[src/rtl/ysyx_22050243_idu_ctrl.sv]
`default_nettype none
// ============================================================================
// Module   : ysyx_22050243_idu_ctrl
// Brief    : Registered valid/ready decode-control stage. Decodes opcode,
//            funct3 and funct12 into the control bundle, classifies illegal
//            and system instructions, and halts intake after an ebreak.
// Revision : 1.0 - initial release
// ============================================================================
module ysyx_22050243_idu_ctrl #(
   parameter int XLEN    = 64,
   parameter int CSR_EN  = 1,
   parameter int MRET_EN = 1
) (
   input  logic            clk,
   input  logic            rst_n,
   input  logic            in_valid,
   output logic            in_ready,
   input  logic [31:0]     inst,
   input  logic [XLEN-1:0] pc,
   output logic            out_valid,
   input  logic            out_ready,
   output logic [XLEN-1:0] out_pc,
   output logic [31:0]     out_inst,
   output logic            alu_src,
   output logic            reg_w,
   output logic            mem_r,
   output logic            mem_w,
   output logic            branch,
   output logic            csr_r,
   output logic [2:0]      mem2reg,
   output logic [1:0]      pc_src_ctrl,
   output logic [2:0]      alu_op,
   output logic            illegal,
   output logic            is_ecall,
   output logic            is_ebreak,
   output logic            is_mret,
   output logic            is_fence,
   input  logic            flush,
   output logic            halt_req,
   input  logic            resume
);

   localparam logic [0:0] ST_RUN  = 1'b0;
   localparam logic [0:0] ST_HALT = 1'b1;

   logic [0:0] r_state;
   logic       w_accept;
   logic       w_load;

   logic       w_alu_src, w_reg_w, w_mem_r, w_mem_w, w_branch, w_csr_r;
   logic [2:0] w_mem2reg, w_alu_op;
   logic [1:0] w_pc_src;
   logic       w_bad, w_ecall, w_ebreak, w_mret, w_fence;

   assign in_ready = (r_state == ST_RUN) && (!out_valid || out_ready);
   assign w_accept = in_valid && in_ready;
   // A flush in the same cycle as an accept drops the incoming instruction
   assign w_load   = w_accept && !flush;
   assign halt_req = (r_state == ST_HALT);

   // Main decoder: opcode/funct3/funct12 to control bundle and classification
   always_comb begin
      w_alu_src = 1'b0;
      w_reg_w   = 1'b0;
      w_mem_r   = 1'b0;
      w_mem_w   = 1'b0;
      w_branch  = 1'b0;
      w_csr_r   = 1'b0;
      w_mem2reg = 3'b000;
      w_pc_src  = 2'b00;
      w_alu_op  = 3'b000;
      w_bad     = 1'b0;
      w_ecall   = 1'b0;
      w_ebreak  = 1'b0;
      w_mret    = 1'b0;
      w_fence   = 1'b0;
      // Opcodes with inst[1:0] != 2'b11 never match below and fall to default
      case (inst[6:0])
         7'b0110111: begin w_mem2reg = 3'b010; w_reg_w = 1'b1; end
         7'b0010111: begin w_mem2reg = 3'b100; w_reg_w = 1'b1; end
         7'b1101111: begin w_mem2reg = 3'b011; w_reg_w = 1'b1; w_pc_src = 2'b01; end
         7'b1100111: begin w_mem2reg = 3'b011; w_reg_w = 1'b1; w_pc_src = 2'b10; end
         7'b1100011: begin w_branch = 1'b1; w_alu_op = 3'b001; end
         7'b0000011: begin w_alu_src = 1'b1; w_mem2reg = 3'b001; w_reg_w = 1'b1; w_mem_r = 1'b1; end
         7'b0100011: begin w_alu_src = 1'b1; w_mem_w = 1'b1; end
         7'b0010011: begin w_alu_src = 1'b1; w_reg_w = 1'b1; w_alu_op = 3'b011; end
         7'b0110011: begin w_reg_w = 1'b1; w_alu_op = 3'b010; end
         7'b0011011: begin
            w_alu_src = 1'b1; w_reg_w = 1'b1; w_alu_op = 3'b111;
            w_bad     = (XLEN != 64);
         end
         7'b0111011: begin
            w_reg_w = 1'b1; w_alu_op = 3'b110;
            w_bad   = (XLEN != 64);
         end
         7'b0001111: w_fence = 1'b1;
         7'b1110011: begin
            if (inst[14:12] == 3'b000) begin
               if (inst[31:7] == 25'd0)
                  w_ecall = 1'b1;
               else if (inst[31:20] == 12'h001)
                  w_ebreak = 1'b1;
               else if ((inst[31:20] == 12'h302) && (MRET_EN != 0))
                  w_mret = 1'b1;
               else
                  w_bad = 1'b1;
            end else if (inst[14:12] == 3'b100) begin
               w_bad = 1'b1;
            end else if (CSR_EN != 0) begin
               w_csr_r = 1'b1; w_mem2reg = 3'b101; w_reg_w = 1'b1;
            end else begin
               w_bad = 1'b1;
            end
         end
         default: w_bad = 1'b1;
      endcase
      // Illegal instructions must not cause any architectural side effect
      if (w_bad) begin
         w_reg_w  = 1'b0;
         w_mem_r  = 1'b0;
         w_mem_w  = 1'b0;
         w_branch = 1'b0;
         w_csr_r  = 1'b0;
         w_pc_src = 2'b00;
      end
   end

   // One-entry output register toward EXU
   always_ff @(posedge clk or negedge rst_n) begin
      if (!rst_n) begin
         out_valid   <= 1'b0;
         out_pc      <= '0;
         out_inst    <= '0;
         alu_src     <= 1'b0;
         reg_w       <= 1'b0;
         mem_r       <= 1'b0;
         mem_w       <= 1'b0;
         branch      <= 1'b0;
         csr_r       <= 1'b0;
         mem2reg     <= 3'b000;
         pc_src_ctrl <= 2'b00;
         alu_op      <= 3'b000;
         illegal     <= 1'b0;
         is_ecall    <= 1'b0;
         is_ebreak   <= 1'b0;
         is_mret     <= 1'b0;
         is_fence    <= 1'b0;
      end else if (flush) begin
         out_valid <= 1'b0;
         illegal   <= 1'b0;
         is_ecall  <= 1'b0;
         is_ebreak <= 1'b0;
         is_mret   <= 1'b0;
         is_fence  <= 1'b0;
      end else if (w_load) begin
         out_valid   <= 1'b1;
         out_pc      <= pc;
         out_inst    <= inst;
         alu_src     <= w_alu_src;
         reg_w       <= w_reg_w;
         mem_r       <= w_mem_r;
         mem_w       <= w_mem_w;
         branch      <= w_branch;
         csr_r       <= w_csr_r;
         mem2reg     <= w_mem2reg;
         pc_src_ctrl <= w_pc_src;
         alu_op      <= w_alu_op;
         illegal     <= w_bad;
         is_ecall    <= w_ecall;
         is_ebreak   <= w_ebreak;
         is_mret     <= w_mret;
         is_fence    <= w_fence;
      end else if (out_ready) begin
         out_valid <= 1'b0;
      end
   end

   // Halt FSM: enter on accepted ebreak, leave only on resume
   always_ff @(posedge clk or negedge rst_n) begin
      if (!rst_n)
         r_state <= ST_RUN;
      else if ((r_state == ST_RUN) && w_load && w_ebreak)
         r_state <= ST_HALT;
      else if ((r_state == ST_HALT) && resume)
         r_state <= ST_RUN;
   end

endmodule
`default_nettype wire
[config.mk]
export PLATFORM = sky130hd
export DESIGN_NAME = ysyx_22050243_idu_ctrl
export DESIGN_NICKNAME = d
export VERILOG_FILES = /design/src/rtl/ysyx_22050243_idu_ctrl.sv
export SDC_FILE = /design/constraint.sdc
export NUM_CORES = 1
export LEC_CHECK = 0
export ABC_AREA = 1
export CAP_MARGIN = 5
export CORE_MARGIN = 2
export CORE_UTILIZATION = 41
export CTS_CLUSTER_DIAMETER = 200
export CTS_CLUSTER_SIZE = 12
export DETAILED_ROUTE_END_ITERATION = 8
export GPL_ROUTABILITY_DRIVEN = 1
export GPL_TIMING_DRIVEN = 0
export PLACE_DENSITY = 0.8
export SLEW_MARGIN = 20
export SYNTH_ARGS = -nofsm -noshare
export SYNTH_HDL_FRONTEND = slang
export SYNTH_SLANG_ARGS = --single-unit
[constraint.sdc]
create_clock -name clk -period 1.4 [get_ports clk]
set_input_delay 0.28 -clock clk [delete_from_list [all_inputs] [get_ports clk]]
set_output_delay 0.28 -clock clk [all_outputs]
set_load 0.01 [all_outputs]
==> results of run 1 <==
layout make-up:
cell class / instances / area, sq um
buffer: 23 / 266.5
clock buffer: 25 / 485.5
clock inverter: 5 / 50.05
fill: 849 / 3070
inverter: 29 / 121.4
multi-input combinational: 390 / 1780
sequential: 117 / 2928
tap: 143 / 178.9
timing repair buffer: 242 / 2472
timing repair inverter: 1 / 16.27
cell usage after synthesis, drive strengths merged:
library cell and instances:
o31ai 1, clkbuf 3, o21ai 26, nand2 312
inv 29, o21a 1, nand3 13, nand4 1
nand3b 2, a31oi 1, nor2 26, dfrtp 117
nor3 3, buf 21, a21oi 3, o311ai 1
sequential cells by signal, indices dropped and copies added (netlist names):
signal and cells:
illegal 1, out_valid 1, out_pc 64, mem_r 1, csr_r 1, mem_w 1, is_mret 1, alu_op 3
is_ecall 1, is_ebreak 1, is_fence 1, halt_req 1, branch 1, alu_src 1, pc_src_ctrl 2, out_inst 32
reg_w 1, mem2reg 3
final timing paths:
check | from | end | cells after the start
setup / recovery | out_valid | alu_src | 9
hold / removal | inst[5] | out_inst[5] | 3
setup reg to reg | out_valid | alu_src | 9
hold reg to reg | out_pc[4] | out_pc[4] | 2
max in group asynchronous | rst_n | out_inst[24] | 3
min in group asynchronous | rst_n | out_pc[5] | 2
kinds of logic after synthesis:
family                 count (synthesis)  synth area share, %
AND/OR/NAND/NOR                      357                29.31
buffers and inverters                 53                5.179
AO/OA/AOI/OAI                         33                3.996
flip-flops                           117                61.51
timing repair:
item,CTS,global route
resized for setup,174,118
cloned,2,8
hold endpoints to repair,36,0
endpoints found under the setup margin,218,140
hold buffers,1,0
pin swaps,4,14
setup buffers,10,5
metrics by stage:
step                      hold slack [ps]  setup TNS, ps  utilization, %  cell area (sq um)
after floorplan                    -15.59              0               -               4760
after global placement              460.5        -544250           62.63               7121
after detailed placement            197.7         -46530           62.88               7149
after CTS                           166.3          -7170           68.55               7794
after global routing                201.4         -16970           72.99               8299
final                               205.0         -10430           72.99               8299
routing by layer:
metal	up-vias	wire length (um)	GRT usage, %
li1	2243	-	-
met1	2234	6249	28.11
met2	202	7986	41.86
met3	27	1208	8.764
met4	0	283	9.877
met5	-	0	0
tightest hold or removal path: cells and delay by family:
kind / cells / cell delay, ps
AND/OR/NAND/NOR: 2 / 130
buffers and inverters: 1 / 160
power groups by stage:
| stage | Sequential, mW | Clock, mW | Combinational, mW |
|---|---|---|---|
| final | 4.14 | 3.96 | 2.27 |
| after CTS | 4.11 | 4.02 | 2.09 |
| after detailed placement | 4.17 | 0 | 2.31 |
| after global routing | 4.19 | 4.16 | 2.47 |
| after floorplan | 4.38 | 0 | 0.547 |
| after global placement | 4.15 | 0 | 2.24 |
==> metrics.md, run 1 <==
| Metric | Value |
|---|---|
| Run status | finished with violations |
| Violations in the final reports | negative setup slack |
| Leading cell types in the layout, fill and taps excluded | sky130_fd_sc_hd__nand2_1, sky130_fd_sc_hd__dfrtp_1, sky130_fd_sc_hd__clkdlybuf4s50_1, sky130_fd_sc_hd__dlygate4sd2_1, sky130_fd_sc_hd__clkdlybuf4s15_1 |
| Number of routed nets with antenna violations | 0 |
| Vertical die dimension | 111.7 um |
| Register bit count reported by yosys | 117 |
| CP Capture Type | register |
| Pint | 7.567 mW |
| Fraction of layout cells with a size suffix above 1 | 16.59% |
| Count of pins on the block boundary | 220 |
| Total track usage | 24.51% |
| Clk sinks | 117 |
| Average size of a mapped cell | 8.499 sq um |
| Clock latency reported for the late side of the worst-skew pair | 410 ps |
| Count of max-cap constraint violations | 0 |
| Vias in the first global route | 4,887 |
| Half-perimeter wire length of the detailed placement result | 10,330 um |
| Cell occurring most often along the worst timing path | sky130_fd_sc_hd__buf_6 |
| Crit path required time | 1740 ps |
| Worst setup slack after layout | -162.4 ps |
| Switching power | 2.802 mW |
| Pin count of the biggest net entering global routing | 82 |
| Buffers added on ports | 218 |
| Register area share after synthesis | 61.51% |
| Worst setup SP type | register |
| Warnings from Yosys | 0 |
| Number of cells in the finished layout apart from fillers | 975 |
| Mapped cell area | 0.004760 sq mm |
| Skew final | 7.593 ps |
| Static leakage | 4.379 nW |
| Area growth, synth to finish | 74.37% |
| Worst path arrival time | 1900 ps |
| CTS H-Tree Depth | 4 |
| PnR Total Power | 10.37 mW |
| Final count of pins violating max slew | 0 |
| Top cells by area, synth | sky130_fd_sc_hd__dfrtp_1, sky130_fd_sc_hd__nand2_1, sky130_fd_sc_hd__o21ai_0 |
| Post-synth top area share | 61.51% |
| Drt pass-1 iters | 4 |
| Setup WS pre-CTS | -481.6 ps |
| Count of placed standard cells including taps | 922 |
| Core box area | 0.01137 sq mm |
| Global-route wire length before repair | 24,040 um |
| Worst min-delay path category | in -> reg |
| Total CTS buffers | 17 |
| Overall routed net length | 15,730 um |
| Clock transition at the registers of the reported paths | 50 ps |
| Critical-path top delay cell | sky130_fd_sc_hd__dfrtp_1 |
| Antenna cells | 0 |
| Net total in the final layout | 923 |
| Most common cell after layout, fill and taps aside | sky130_fd_sc_hd__nand2_1 |
| Switching power share of the total | 27.03% |
| Die area | 0.01249 sq mm |
| Via density per instance | 4.827 |
| Tightest slew margin relative to the limit | 71.23% |
| Critical path buffer and inverter count | 5 |
| Dominant cell type by area after synthesis | sky130_fd_sc_hd__dfrtp_1 |
| Starting utilization of the core area | 41.86% |
| Gpl congestion | 0.8100 |
| Shortest period the worst path allows | 1562 ps |
| Top cell family by delay on the critical path | buffers and inverters |
| Clock tree from TritonCTS | yes |
| Fmax | 0.6400 GHz |
| Die Width | 111.7 um |
| Clock network fraction of total power | 38.2% |
| Worst Path Class, Setup | reg -> reg |
| Initial drt markers | 240 |
| Comb pwr share | 21.9% |
| Max Root-Sink Buffers | 2 |
| Remaining global-route overflow | 0 |
| Final setup vio count | 115 |
| Highest fanout seen on the critical path | 8 |
| Placement row count | 39 |
| Slew at the pin with the worst max-slew slack | 430.0 ps |
| Cell chosen for the clock root | sky130_fd_sc_hd__clkbuf_16 |
| Sequential cell fraction of total power | 39.9% |
| Worst vdd ir | 0.0008232 V |
| Residual DRC count | 0 |
| Number of library cell types mapped by synthesis | 26 |
| Reg2reg setup slack | -160 ps |
| Ordered list of cells on the worst path | a21oi_4, buf_6, nand3_4, buf_12, clkinv_8, buf_8, buf_6, nand2_1, nand3_1 |
| Nets in the synthesized netlist | 662 |
| Total number of vias | 4,706 |
| Number of instances in the synthesized netlist | 560 |
| Final routed wire length divided by cell count | 16.13 um |
| Ratio of final minimum period to clock period | 111.6% |
| Antenna violations before repair | 0 |
| RSZ-0062 raised after global routing | true |
| Hold violation total from the final report | 0 |
| Power density over the cells | 1249 mW/mm^2 |
| Maximum single-stage delay on the critical path | 400 ps |
(Power assumes the default switching activity.)
==> inputs of run 2 (changes only) <==
- GPL_TIMING_DRIVEN: 0 -> not set
==> run 2 against run 1 <==
Compared with the run above:
- the flow still finishes with violations (negative setup slack)
- combinational power grew 4%
- core utilization increased by 2.6 points
- clock power up 2%
- setup slack better by 45 ps
- hold slack got worse by 51 ps
- count of clock-buffer cells in the layout increased by 2
- largest cell class is now buffers
- highest routed layer unchanged
==> metrics.md, run 2 (synthesis results as in run 1) <==
| Metric | Value |
|---|---|
| Reg with most FFs | out_pc |
| PnR Total Power | 10.52 mW (+1.5%) |
| Half-perimeter wire length of the detailed placement result | 10,140 um (-1.8%) |
| Leading cell types in the layout, fill and taps excluded | sky130_fd_sc_hd__nand2_1, sky130_fd_sc_hd__dfrtp_1, sky130_fd_sc_hd__dlygate4sd2_1, sky130_fd_sc_hd__clkdlybuf4s50_1, sky130_fd_sc_hd__nand2_2 |
| Die area | 0.01249 sq mm (unchanged) |
| Ordered list of cells on the worst path | buf_6, a21oi_4, nand3_4, buf_12, buf_12, buf_8, nand2_1, nand3_1 |
| Drt pass-1 iters | 4 (unchanged) |
| Number of routed nets with antenna violations | 0 (unchanged) |
| Worst min-delay path category | in -> reg |
| Count of max-cap constraint violations | 0 (unchanged) |
| Net total in the final layout | 942 (+2.1%) |
| Global-route wire length before repair | 23,980 um (-0.23%) |
| Residual DRC count | 0 (unchanged) |
| Clock network fraction of total power | 38.2% (about the same) |
| Cell occurring most often along the worst timing path | sky130_fd_sc_hd__buf_12 |
| Worst setup slack after layout | -117.0 ps (+45.46 ps) |
| Storage cell area | 0.002928 sq mm (unchanged) |
| CTS H-Tree Depth | 4 (unchanged) |
| Via density per instance | 4.954 (+2.6%) |
| Run status | finished with violations |
| Highest fanout seen on the critical path | 8 (unchanged) |
| Fmax | 0.6592 GHz (+3.0%) |
| Total track usage | 24.42% (-0.093 points) |
| Antenna cells | 0 (unchanged) |
| Clock latency reported for the late side of the worst-skew pair | 410 ps (about the same) |
| Sequential cell fraction of total power | 39.3% (-0.6 points) |
| Worst setup SP type | register |
| Most common cell after layout, fill and taps aside | sky130_fd_sc_hd__nand2_1 |
| Final setup vio count | 97 (-16%) |
| Max Root-Sink Buffers | 2 (unchanged) |
| Slew at the pin with the worst max-slew slack | 367.2 ps (-62.73 ps) |
| CP Capture Type | register |
| Area growth, synth to finish | 80.52% |
| Buffers added on ports | 219 (+0.46%) |
| Tightest slew margin relative to the limit | 75.52% (+4.3 points) |
| Clk sinks | 117 (unchanged) |
| Worst vdd ir | 0.0007862 V (-4.5%) |
| Clock transition at the registers of the reported paths | 50 ps (about the same) |
| Remaining global-route overflow | 0 (unchanged) |
| Critical-path top delay cell | sky130_fd_sc_hd__dfrtp_1 |
| Maximum single-stage delay on the critical path | 390 ps (about the same) |
| Final routed wire length divided by cell count | 16.95 um (+5.1%) |
| RSZ-0062 raised after global routing | true |
| Vias in the first global route | 4,939 (+1.1%) |
| Top cell family by delay on the critical path | buffers and inverters |
| Overall routed net length | 16,870 um (+7.3%) |
| Comb pwr share | 22.5% (+0.6 points) |
| Largest registers | out_pc: 64 flops, out_inst: 32 flops |
| Number of cells in the finished layout apart from fillers | 995 (+2.1%) |
| Vertical die dimension | 111.7 um (unchanged) |
| Worst path arrival time | 1800 ps (-100 ps) |
| Final count of pins violating max slew | 0 (unchanged) |
| Hold violation total from the final report | 0 (unchanged) |
| Shortest period the worst path allows | 1517 ps (-45.46 ps) |
| Critical path buffer and inverter count | 4 (-1) |
| Antenna violations before repair | 0 (unchanged) |
| Total number of vias | 4,929 (+4.7%) |
| Setup WS pre-CTS | -406.5 ps (+75.11 ps) |
| Ratio of final minimum period to clock period | 108.4% (-3.2 points) |
| Skew final | 8.149 ps (+0.5556 ps) |
| Starting utilization of the core area | 41.86% (unchanged) |
| Pint | 7.675 mW (+1.4%) |
| Pin count of the biggest net entering global routing | 68 (-17%) |
| Fraction of layout cells with a size suffix above 1 | 21.36% (+4.8 points) |
| Cell chosen for the clock root | sky130_fd_sc_hd__clkbuf_16 |
| Static leakage | 4.604 nW (+5.1%) |
| Worst Path Class, Setup | reg -> reg |
| Crit path required time | 1690 ps (-50 ps) |
| Final hold slack | 153.6 ps (-51.38 ps) |
| Power density over the cells | 1225 mW/mm^2 (-2.0%) |
| Max FFs per register | 64 (unchanged) |
| Count of pins on the block boundary | 220 (unchanged) |
| Die Width | 111.7 um (unchanged) |
| Placement row count | 39 (unchanged) |
| Multi-input combinational cell area | 0.001851 sq mm (+3.9%) |
| Initial drt markers | 290 (+21%) |
| Violations in the final reports | negative setup slack |
| Switching power | 2.848 mW (+1.6%) |
| Clock tree from TritonCTS | yes |
| Core box area | 0.01137 sq mm (unchanged) |
| Switching power share of the total | 27.06% (+0.035 points) |
| Total CTS buffers | 17 (unchanged) |
| Layout fillers | 762 (-10%) |
| Count of placed standard cells including taps | 941 (+2.1%) |
| Gpl congestion | 0.8193 (+1.1%) |
[run 2: cell types whose count changed in the layout (fill, tap and decap cells not counted), sizes merged]
cell / delta
buf: +20
clkinv: -1
dlygate4sd2: +11
clkdlybuf4s50: -3
clkbuf: -3
clkdlybuf4s15: -8
dlymetal6s2s: +4
[run 2: routing by layer]
metal / track usage [%] / routed length, um / up-vias / part of all wire [%]
met5: 0 / 0 / - / 0
met4: 11.69 / 588 / 0 / 3.5
met3: 7.730 / 1307 / 48 / 7.7
met2: 41.17 / 8642 / 234 / 51
met1: 28.32 / 6330 / 2357 / 38
li1: - / - / 2290 / -
[run 2: stage by stage]
| step | setup TNS (ps) | area, sq um | util, % |
|---|---|---|---|
| after floorplan | 0 | 4760 | - |
| after global placement | -33040 | 7421 | 65.27 |
| after detailed placement | -36070 | 7421 | 65.27 |
| after CTS | -2070 | 7904 | 69.52 |
| after global routing | -15660 | 8592 | 75.57 |
| final | -7081 | 8592 | 75.57 |
[run 2: worst paths after layout]
path | cells past startpoint | endpoint | slack, ps | start
setup reg to reg | 8 | alu_src | -120 | halt_req
max in group asynchronous | 3 | out_pc[51] | 650 | rst_n
hold / removal | 3 | out_inst[12] | 150 | inst[12]
hold reg to reg | 2 | out_pc[10] | 470 | out_pc[10]
min in group asynchronous | 3 | out_pc[1] | 410 | rst_n
setup / recovery | 8 | alu_src | -120 | halt_req
[run 2: power groups by stage]
stage                     combinational [mW]  sequential (mW)  clock, mW
after floorplan                        0.547             4.38          0
after global routing                    2.57             4.19       4.23
after CTS                               2.09             4.11       4.07
final                                   2.37             4.14       4.02
after global placement                  2.32             4.15          0
after detailed placement                2.37             4.17          0
[run 2: final cells by class]
class	instances	share of cell area, %
Clock buffer	27	5.854
Multi-Input combinational cell	390	21.54
Tap cell	143	2.082
Timing Repair inverter	1	0.1893
Clock inverter	4	0.5242
Inverter	29	1.413
Timing Repair Buffer	284	34.32
Sequential cell	117	34.08
[run 2: worst min-delay path: stages]
cell and delay [ps]:
sky130_fd_sc_hd__dlymetal6s2s_1 130, sky130_fd_sc_hd__nand2_1 70, sky130_fd_sc_hd__nand2_1 50
[run 2: what timing repair did]
| item | CTS | global route |
|---|---|---|
| setup buffers | 2 | 8 |
| cloned | 1 | 11 |
| resized for setup | 142 | 142 |
| pin swaps | 2 | 19 |
| endpoints found under the hold margin | 117 | 0 |
| hold buffers | 1 | 0 |
| endpoints found under the setup margin | 120 | 119 |
